$ cat src/rtl/cipher_pkg.sv
// Shared constants and state encoding for the streaming Vigenere cipher engine.
package cipher_pkg;

  localparam logic [7:0] CHAR_A   = 8'd65;
  localparam logic [7:0] CHAR_Z   = 8'd90;
  localparam int         ALPHA_N  = 26;
  localparam logic       MODE_ENC = 1'b0;
  localparam logic       MODE_DEC = 1'b1;

  typedef enum logic {
    NOKEY = 1'b0,
    RUN   = 1'b1
  } state_t;

  function automatic logic isUpper(input logic [7:0] c);
    return (c >= CHAR_A) && (c <= CHAR_Z);
  endfunction

endpackage

$ cat src/rtl/caesar_shift_unit.sv
// Combinational single-letter Caesar shift: rotates 'A'..'Z' by shift, passes anything else through.
module caesar_shift_unit
  import cipher_pkg::*;
(
  input  logic [7:0] inChar,
  input  logic [4:0] shift,
  input  logic       mode,
  output logic [7:0] outChar,
  output logic       isLetter
);

  logic [5:0] p;
  logic [5:0] sum;
  logic [5:0] diff;
  logic [5:0] s;

  always_comb begin
    // NOTE: every signal gets a default before any branch, so no path can infer a latch.
    isLetter = isUpper(inChar);
    p        = 6'(inChar - CHAR_A);
    sum      = p + {1'b0, shift};
    diff     = p - {1'b0, shift};
    s        = sum;
    if (mode == MODE_ENC) begin
      if (sum >= 6'(ALPHA_N)) s = sum - 6'(ALPHA_N);
    end else begin
      // Borrow out of p-k means the result wrapped below 'A'.
      s = (p < {1'b0, shift}) ? diff + 6'(ALPHA_N) : diff;
    end
    outChar = isLetter ? ({2'b00, s} + CHAR_A) : inChar;
  end

endmodule

$ cat src/rtl/vigenere_stream_engine.sv
// Streaming Vigenere encrypt/decrypt engine: key registers, key index counter,
// NOKEY/RUN control and a one-entry output register around a Caesar shift unit.
module vigenere_stream_engine
  import cipher_pkg::*;
#(
  parameter int KEY_MAX = 10,
  parameter int LEN_W   = $clog2(KEY_MAX + 1)
) (
  input  logic                 clock,
  input  logic                 reset,
  input  logic                 key_load,
  input  logic [8*KEY_MAX-1:0] key_in,
  input  logic [LEN_W-1:0]     key_len,
  input  logic                 mode,
  input  logic                 in_valid,
  output logic                 in_ready,
  input  logic [7:0]           in_char,
  output logic                 out_valid,
  input  logic                 out_ready,
  output logic [7:0]           out_char,
  output logic                 key_err,
  output logic [LEN_W-1:0]     key_idx
);

  state_t               state;
  state_t               stateNext;
  logic [8*KEY_MAX-1:0] keyReg;
  logic [LEN_W-1:0]     keyLenReg;
  logic                 modeReg;

  logic                 lenOk;
  logic [LEN_W-1:0]     byteSel;
  logic [7:0]           keyChar;
  logic [4:0]           shift;
  logic [7:0]           cipherChar;
  logic                 charIsLetter;
  logic                 accept;
  logic                 idxWrap;

  assign lenOk   = (key_len != '0) && (key_len <= LEN_W'(KEY_MAX));
  assign in_ready = (state == RUN) && !key_load && (!out_valid || out_ready);
  assign accept  = in_valid && in_ready;
  assign idxWrap = (key_idx == keyLenReg - LEN_W'(1));

  // First key character lives in the highest used byte, so walk downwards from there.
  assign byteSel = keyLenReg - LEN_W'(1) - key_idx;

  always_comb begin
    keyChar = '0;
    for (int i = 0; i < KEY_MAX; i++) begin
      if (byteSel == LEN_W'(i)) keyChar = keyReg[8*i +: 8];
    end
    shift = isUpper(keyChar) ? 5'(keyChar - CHAR_A) : 5'd0;
  end

  caesar_shift_unit u_shift (
    .inChar  (in_char),
    .shift   (shift),
    .mode    (modeReg),
    .outChar (cipherChar),
    .isLetter(charIsLetter)
  );

  always_comb begin
    stateNext = state;
    if (key_load) stateNext = lenOk ? RUN : NOKEY;
  end

  always_ff @(posedge clock or posedge reset) begin
    // NOTE: sequential state uses non-blocking assignments so every flop samples pre-edge values.
    if (reset) state <= NOKEY;
    else       state <= stateNext;
  end

  always_ff @(posedge clock or posedge reset) begin
    // NOTE: the key store is only a few flops, so it is cleared by reset like the rest of the state.
    if (reset) begin
      keyReg    <= '0;
      keyLenReg <= '0;
      modeReg   <= MODE_ENC;
      key_err   <= 1'b0;
    end else if (key_load) begin
      key_err <= !lenOk;
      if (lenOk) begin
        keyReg    <= key_in;
        keyLenReg <= key_len;
        modeReg   <= mode;
      end
    end
  end

  // A key load abandons whatever is in flight and restarts at the first key character.
  always_ff @(posedge clock or posedge reset) begin
    if (reset) begin
      out_valid <= 1'b0;
      out_char  <= '0;
      key_idx   <= '0;
    end else if (key_load) begin
      out_valid <= 1'b0;
      key_idx   <= '0;
    end else if (accept) begin
      out_valid <= 1'b1;
      out_char  <= cipherChar;
      if (charIsLetter) key_idx <= idxWrap ? '0 : key_idx + LEN_W'(1);
    end else if (out_ready) begin
      out_valid <= 1'b0;
    end
  end

endmodule

$ cat config.mk
export PLATFORM = sky130hd
export DESIGN_NAME = vigenere_stream_engine
export DESIGN_NICKNAME = d
export VERILOG_FILES = /design/src/rtl/cipher_pkg.sv /design/src/rtl/caesar_shift_unit.sv /design/src/rtl/vigenere_stream_engine.sv
export SDC_FILE = /design/constraint.sdc
export NUM_CORES = 1
export LEC_CHECK = 0
export BUFFER_PORTS_ARGS = -buffer_cell sky130_fd_sc_hd__buf_2
export CAP_MARGIN = 20
export CORE_MARGIN = 2
export CORE_UTILIZATION = 51
export CTS_CLUSTER_SIZE = 28
export DETAILED_ROUTE_END_ITERATION = 10
export PLACE_DENSITY = 0.8
export SLEW_MARGIN = 20
export SYNTH_ARGS = -nofsm -noshare
export SYNTH_HDL_FRONTEND = slang
export SYNTH_HIERARCHICAL = 1
export SYNTH_SLANG_ARGS = --single-unit
$ cat constraint.sdc
create_clock -name clock -period 6.35 [get_ports clock]
set_input_delay 0.9525 -clock clock [delete_from_list [all_inputs] [get_ports clock]]
set_output_delay 0.9525 -clock clock [all_outputs]
set_load 0.1 [all_outputs]
==> impl_metrics.tcl, run 1 <==
set metrics [dict create \
    status "finished clean" \
    finalPower_w 0.003188 \
    min_path_type "register to register" \
    crit_top_cell "ha_2" \
    synth-edff-count 0 \
    cts.sinks 100 \
    reg2reg_depth 27 \
    reg2reg_slack_ns 0.11 \
    grtUsageTotal_pct 23.79 \
    cp_slowest_cell "fa_2" \
    reg2reg_to "out_char[4]" \
    syn_area_um2 6170 \
    final_util_pct 65.81 \
    ys_seq_elements 100 \
    cts_htree_levels 3 \
    power_density_nw_per_um2 406.7 \
    dp.final_hpwl_um 11150 \
    fmax_mhz 160.3 \
    n_antenna_cell 0 \
    worstPathArrival_ns 6.47 \
    ant_nets 0 \
    yosys-top-cells-area "dfrtp_1 41%, mux2_2 17%, ha_1 4.9%, mux4_2 3.7%, nand2_1 2.2%" \
    hold_viol_final 0 \
    cts_root_buffer "clkbuf_16" \
    ys_seq_area_share_pct 40.56 \
    die_w_um 114.0 \
    max_cap_viol_count 0 \
    hold_depth 2 \
    slew_viol_final 0 \
    startpoint "keyLenReg[0]" \
    yosys.area.top_type "dfrtp_1" \
    worstSetupPathType "register to register" \
    syn_inst 550 \
    worstPathMaxFanout 6 \
    fp.dieArea_um2 12990 \
    yosys_warnings 6 \
    p_sw_w 0.001323 \
    final_nets 814 \
    hold_end "key_err" \
    grt_max_degree 88 \
    internal-power_w 0.001866 \
    synth_ff_type "dfrtp_1" \
    wl_um 15370 \
    skew_ns 0.01029 \
    power.clock.fraction_pct 16.4 \
    pwr-share-seq_pct 25.2 \
    peakVddDrop_uv 182.5 \
    cp.required_ns 6.58 \
    grt_pass1_wl_um 24360 \
    fillCellCount 886 \
    rows 40 \
    core_um2 11910 \
    vias_per_cell 5.888 \
    swShare_pct 41.48 \
    overflow 0 \
    final_common_cell "buf_2" \
    layout_common_cells "112 x buf_2, 97 x dfrtp_1, 92 x mux2_2" \
    hold_slack_ns 0.4893 \
    wl_per_cell_um 18.30 \
    async_flop_share_pct 100.0 \
    crit_buf_inv 3 \
    fp.dieH_um 114.0 \
    leakagePower_nw 3.390 \
    clock_latency_ns 0.34 \
    cp_top_family "adder cells" \
    drive_above_1_share_pct 50.36 \
    routed-via-count 4946 \
    drtIter0Drc 297 \
    synth_area_per_cell_um2 11.22 \
    multi_input_area_um2 3821 \
    area_growth_pct 27.05 \
    synth_fp_nets 675 \
    cts_tree "done" \
    placed_area_um2 7133 \
    clk_path_buf_depth 2 \
    hp-start "key_err" \
    p_comb_share_pct 58.5 \
    worst_pin_slew_ns 1.049 \
    setup_violations 0 \
    fin_crit_sh_pct 98.26 \
    crit_path_end_kind "register" \
    yosys.area.top_type_share_pct 40.56 \
    path_clk_slew_ns 0.07 \
    place_ws_ns -0.01230 \
    hold_buffers 0 \
    regArea_um2 2506 \
    cpPeakStageDelay_ns 0.55 \
    start_util_pct 51.80 \
    antenna_found_initial 0 \
    ios 113 \
    gp_congestion 0.8715 \
    postLayoutCellArea_um2 7839 \
    r2r_start "keyLenReg[0]" \
    portBuffers 112 \
    slew_headroom_pct 30.08 \
    cts_buffers 9 \
    start_kind "register" \
    final.setup.worst_slack_ns 0.1106 \
    yosysUniqueCellTypes 76 \
    grt_pass1_vias 5019 \
    fin_crit_ns 6.239 \
    drc 0 \
    first_pass_iters 5 \
]
[synthesized netlist by cell type, types with 3 or more instances]
master and n:
o31ai_1 5, buf_2 7, nand4_1 5, nor3_2 4, o21a_1 3, o31a_1 4
dfrtp_1 100, nand2b_1 10, a31oi_1 6, nand2_1 36, o211ai_1 3, o21ai_0 18
xor2_1 9, nand3b_1 5, nor3_1 10, mux2i_1 11, a21o_1 4, mux2_2 94
nor2_1 26, xnor2_1 15, nor4_1 4, nor3b_1 3, a21oi_1 13, nand3_1 6
ha_1 24, inv_1 29, mux4_2 10, fa_1 3, nor2b_1 6, clkbuf_1 17
a221oi_1 4
[layout make-up]
cell class	instances	share of cell area, %
clock inverters	2	0.2075
well taps	147	2.346
clock buffers	13	3.448
repair buffers	155	11.78
inverters	30	1.500
multi-input cells	393	48.75
flip-flops and latches	100	31.97
[metal layers]
layer	GRT usage [%]	routed length, µm	share of wire, %	up-vias
li1	-	-	-	2299
met1	29.32	6169	40	2463
met2	41.39	8023	52	151
met3	5.101	773	5.0	33
met4	8.374	408	2.7	0
met5	0	0	0	-
[repair_timing]
| action | CTS | global route |
|---|---|---|
| pin swaps | 2 | 29 |
| setup endpoints to repair | 1 | 7 |
| setup buffers | 1 | 15 |
| gates cloned | 0 | 1 |
| resized for setup | 3 | 58 |
[worst register-to-register path: cells and delay by family, from the launching register on]
kind,cells,cell delay [ns]
xor+xnor,2,0.36
flops,1,0.37
mux,4,1.21
compound gates,6,1.30
buf+inv,3,0.23
fa+ha+maj,6,1.86
simple gates,6,0.79
[cells by family after synthesis]
family	count (synthesis)	share of synthesized area, %
multiplexers	115	22.59
AND/OR/NAND/NOR	131	11.56
buffers and inverters	57	3.731
XOR/XNOR	24	3.407
AO/OA/AOI/OAI	96	12.31
adder cells (fa/ha/maj)	27	5.841
flip-flops	100	40.56
[registers in the layout, indices dropped and copies added, names as in the netlist]
| signal | flops |
|---|---|
| key_err | 1 |
| key_idx | 4 |
| keyReg | 80 |
| keyLenReg | 4 |
| state | 1 |
| out_valid | 1 |
| out_char | 8 |
| modeReg | 1 |
[power groups by stage]
stage / logic [W] / clock network, W / registers, W
after floorplan: 0.00108 / 0 / 0.000924
after global placement: 0.00155 / 0 / 0.000807
after detailed placement: 0.00158 / 0 / 0.000812
after CTS: 0.00160 / 0.000532 / 0.000802
after global routing: 0.00200 / 0.000557 / 0.000816
final: 0.00186 / 0.000522 / 0.000802
[per-stage QoR]
| stage | instances | TNS (ns) |
|---|---|---|
| 6_report | 840 | 0 |
| 5_1_grt | 840 | -0.1887 |
| 4_1_cts | 824 | 0 |
| 3_5_place_dp | 808 | -0.01230 |
| 3_3_place_gp | 808 | 0 |
| 2_1_floorplan | 550 | 0 |
[how the worst max path moves through the flow]
stage | to | depth (start not counted)
floorplan | out_char[4] | 26
global placement | out_char[4] | 28
detailed placement | out_char[4] | 30
CTS | out_char[4] | 29
global route | out_char[4] | 30
finish | out_char[4] | 27
(Power assumes the default switching activity.)
==> inputs of run 2 (changes only) <==
- CORE_MARGIN: 2 -> 4
- CTS_CLUSTER_SIZE: 28 -> 40
==> run 2 against run 1 <==
Cell count is 0.95% lower. Sequential share of layout area grew 0.23 points. Clock-buffer cell count is 4 lower. Wire length increased by 9.4%. Critical path depth decreased by 1. Worst hold slack got worse by 0.0019 ns. Largest power group unchanged.
==> impl_metrics.tcl, run 2 (synthesized netlist as in run 1, its figures left out) <==
set metrics [dict create \
    ant_nets 0 \
    slew_headroom_pct 34.51 \
    fin_crit_ns 6.286 \
    place_ws_ns -0.07951 \
    worst_pin_slew_ns 0.9823 \
    gp_congestion 0.9585 \
    grtUsageTotal_pct 23.18 \
    clock_latency_ns 0.35 \
    postLayoutCellArea_um2 7782 \
    cts.sinks 100 \
    worstPathArrival_ns 6.52 \
    regMostFlops "keyReg" \
    worstSetupPathType "register to register" \
    setup_violations 0 \
    wl_um 16820 \
    cp_slowest_cell "nor4_1" \
    start_kind "register" \
    drive_above_1_share_pct 49.27 \
    final_nets 808 \
    area_growth_pct 26.14 \
    routed-via-count 5050 \
    largest_reg_flops 80 \
    hold_buffers 0 \
    first_pass_iters 9 \
    wl_per_cell_um 20.22 \
    top_regs "keyReg (80), out_char (8)" \
    cts_tree "done" \
    final.setup.worst_slack_ns 0.06357 \
    regArea_um2 2506 \
    cts_htree_levels 3 \
    worstPathMaxFanout 8 \
    overflow 0 \
    path_clk_slew_ns 0.06 \
    final_common_cell "buf_2" \
    power_density_nw_per_um2 415.8 \
    dp.final_hpwl_um 11670 \
    hold_viol_final 0 \
    fp.dieArea_um2 13920 \
    cts_buffers 9 \
    status "finished clean" \
    vias_per_cell 6.070 \
    slew_viol_final 0 \
    multi_input_area_um2 3785 \
    start_util_pct 53.12 \
    fmax_mhz 159.1 \
    final_util_pct 67.01 \
    fillCellCount 833 \
    grt_pass1_vias 5260 \
    min_path_type "register to register" \
    portBuffers 112 \
    cts_root_buffer "clkbuf_16" \
    hold_slack_ns 0.4874 \
    fp.dieH_um 118.0 \
    ios 113 \
    antenna_found_initial 1 \
    cp.required_ns 6.58 \
    crit_path_end_kind "register" \
    fin_crit_sh_pct 99.00 \
    grt_max_degree 83 \
    leakagePower_nw 3.368 \
    drc 0 \
    max_cap_viol_count 0 \
    drtIter0Drc 604 \
    grt_pass1_wl_um 26130 \
    die_w_um 118.0 \
    tns_ns 0 \
    rows 39 \
    placed_area_um2 7088 \
    skew_ns 0.007494 \
    core_um2 11610 \
    clk_path_buf_depth 2 \
    layout_common_cells "112 x buf_2, 97 x dfrtp_1, 94 x mux2_2" \
    cpPeakStageDelay_ns 0.62 \
    peakVddDrop_uv 202.9 \
]
run 2: critical path: cells and delay by family, from the launching register on:
kind	cells	cell delay, ns
compound gates	6	1.29
flops	1	0.35
simple gates	6	1.52
mux	3	0.60
xor+xnor	2	0.35
buf+inv	4	0.39
fa+ha+maj	5	1.65
run 2: report_power, final:
| group | switching (W) | internal [W] |
|---|---|---|
| Combinational | 0.00105 | 0.000800 |
| Clock | 0.000236 | 0.000344 |
| Sequential | 0.0000634 | 0.000741 |
run 2: path summary, 6_finish.rpt:
path / from / end / slack [ns] / depth (start not counted)
worst max-delay path: keyLenReg[0] / out_char[4] / 0.06 / 26
worst min-delay path: key_err / key_err / 0.49 / 2
max in group asynchronous: reset / key_idx[2] / 4.50 / 3
min in group asynchronous: reset / keyReg[4] / 0.61 / 2
worst max register to register: keyLenReg[0] / out_char[4] / 0.06 / 26
worst min register to register: key_err / key_err / 0.49 / 2
run 2: stage by stage:
stage          total power [W]  instances
2_1_floorplan         0.002002        550
3_3_place_gp          0.002309        797
3_5_place_dp          0.002376        797
4_1_cts               0.003010        815
5_1_grt               0.003416        832
6_report              0.003236        832
run 2: area by class of cell:
| type | instances | area share, % |
|---|---|---|
| clock buffers | 9 | 2.894 |
| clock inverters | 7 | 1.141 |
| flip-flops and latches | 100 | 32.20 |
| well taps | 143 | 2.299 |
| inverters | 30 | 1.495 |
| diodes | 1 | 0.03215 |
| repair buffers | 149 | 11.30 |
| multi-input cells | 393 | 48.63 |
run 2: metal layers:
metal	track usage (%)	share of wire [%]	vias to the layer above
li1	-	-	2281
met1	27.63	39	2517
met2	41.43	52	206
met3	4.853	5.4	46
met4	8.059	3.2	0
met5	0	0	-
run 2: timing repair:
action | 4_1_cts | 5_1_grt
gates cloned | 0 | 1
resized for setup | 6 | 37
endpoints found under the hold margin | 0 | 0
pin swaps | 1 | 28
setup endpoints to repair | 1 | 7
buffers inserted | 2 | 15
==> inputs of run 3 (changes only) <==
- CORE_MARGIN: 4 -> 5
- GPL_TIMING_DRIVEN: unset -> 0
==> run 3 against run 2 <==
Clock power down 1%. Sequential cell count unchanged. Total power up 2.0%. Sequential power down 0.9%. Clock skew up 0.0039 ns. Via count up 0.69%. Sequential share of layout area down 1.0 points. Utilization up 0.52 points. Cell count up 3.5%. Non-clock buffer count up 26. Global-route usage down 0.87 points. Combinational power up 4%. Largest power group unchanged.
==> impl_metrics.tcl, run 3 (synthesized netlist as in run 1, its figures left out) <==
set metrics [dict create \
    peakVddDrop_uv 175.6 \
    drc 0 \
    skew_ns 0.01141 \
    hold_viol_final 0 \
    grt_pass1_wl_um 25530 \
    cp_top_family "compound AO/OA/AOI/OAI gates" \
    top_regs "keyReg (80), out_char (8)" \
    fin_crit_sh_pct 98.95 \
    cts_tree "done" \
    place_ws_ns -0.6096 \
    reg2reg_depth 27 \
    grtUsageMet2_pct 38.22 \
    start_util_pct 51.80 \
    wl_per_cell_um 19.44 \
    worstPathArrival_ns 6.52 \
    top_usage_layer "met2" \
    grt_pass1_vias 5197 \
    cts_buffers 9 \
    startpoint "keyLenReg[0]" \
    crit_buf_inv 4 \
    reg2reg_slack_ns 0.07 \
    fmax_mhz 159.1 \
    first_pass_iters 5 \
    postLayoutCellArea_um2 8044 \
    slew_viol_final 0 \
    worstPathMaxFanout 10 \
    min_path_type "register to register" \
    largest_reg_flops 80 \
    clock_latency_ns 0.35 \
    clk_path_buf_depth 2 \
    portBuffers 111 \
    hold_buffers 0 \
    start_kind "register" \
    fp.dieH_um 120.0 \
    final_common_cell "buf_2" \
    cts.sinks 100 \
    final_nets 834 \
    layout_common_cells "113 x buf_2, 97 x dfrtp_1, 92 x mux2_2" \
    cp.depth 27 \
    max_cap_viol_count 0 \
    worstSetupPathType "register to register" \
    power_density_nw_per_um2 410.4 \
    dp_cells 809 \
    cp.required_ns 6.59 \
    wl_um 16740 \
    cts_root_buffer "clkbuf_16" \
    worst_pin_slew_ns 1.033 \
    ios 113 \
    n_antenna_cell 0 \
    leakagePower_nw 3.488 \
    grt.met3_usage_pct 4.241 \
    fp.dieArea_um2 14400 \
    finalPower_w 0.003301 \
    overflow 0 \
    r2r_start "keyLenReg[0]" \
    cp_slowest_cell "fa_2" \
    met1_usage_pct 28.00 \
    fin_cells 861 \
    drive_above_1_share_pct 50.56 \
    setup_violations 0 \
    final.setup.worst_slack_ns 0.06643 \
    tns_ns 0 \
    critPathCapture "out_char[4]" \
    grt_max_degree 86 \
    routed-via-count 5085 \
    vias_per_cell 5.906 \
    rows 40 \
    cpPeakStageDelay_ns 0.42 \
    drtIter0Drc 416 \
    placed_area_um2 7086 \
    status "finished clean" \
    gp_congestion 0.9088 \
    slew_headroom_pct 31.11 \
    crit_path_end_kind "register" \
    antenna_found_initial 0 \
    path_clk_slew_ns 0.07 \
    reg2reg_to "out_char[4]" \
    fin_crit_ns 6.284 \
    area_growth_pct 30.38 \
    regMostFlops "keyReg" \
    core_um2 11910 \
    cts_htree_levels 3 \
    grtUsageTotal_pct 22.31 \
    rsz0062_at_grt "yes" \
    dp.final_hpwl_um 11740 \
    die_w_um 120.0 \
    ant_nets 0 \
]
run 3: per-layer routing:
| metal | wire (µm) | vias to the layer above |
|---|---|---|
| li1 | - | 2351 |
| met3 | 865 | 26 |
| met2 | 8775 | 171 |
| met4 | 326 | 0 |
| met1 | 6774 | 2537 |
| met5 | 0 | - |
run 3: cell type report:
cell class                 count  area (µm²)
clock inverter                 6       68.82
clock buffer                  10       239.0
fill                         842        3867
sequential                   100        2506
tap                          147       183.9
buffer                        27       185.2
timing repair buffer         148       864.6
inverter                      30       127.6
multi-input combinational    393        3869
run 3: metrics by stage:
| step | utilization [%] | hold WS, ns |
|---|---|---|
| after detailed placement | 59.49 | 0.4788 |
| final | 67.53 | 0.4882 |
| after global placement | 59.21 | 0.4743 |
| after global routing | 67.53 | 0.5180 |
| after CTS | 64.31 | 0.4934 |
| after floorplan | - | 0.4543 |
run 3: how the worst min path moves through the flow:
stage / cells after the start / end / startpoint
floorplan: 2 / state / state
global placement: 2 / key_err / key_err
detailed placement: 2 / key_err / key_err
CTS: 2 / key_err / key_err
global route: 2 / keyReg[17] / reset
finish: 2 / key_err / key_err
run 3: timing repair:
| action | 4_1_cts | 5_1_grt |
|---|---|---|
| pin swaps | 16 | 30 |
| setup endpoints to repair | 7 | 7 |
| setup buffers | 20 | 16 |
| gates resized for setup | 27 | 60 |
run 3: report_power, final:
part	internal [W]	switching [W]	leakage, nW
clock	0.000320	0.000252	0.155
combinational	0.000858	0.00107	2.15
sequential	0.000741	0.0000566	1.18
run 3: worst min-delay path, stage by stage (launching register included):
cell and delay, ns:
dfrtp_1 0.34, nor2_1 0.04, nor2_1 0.07
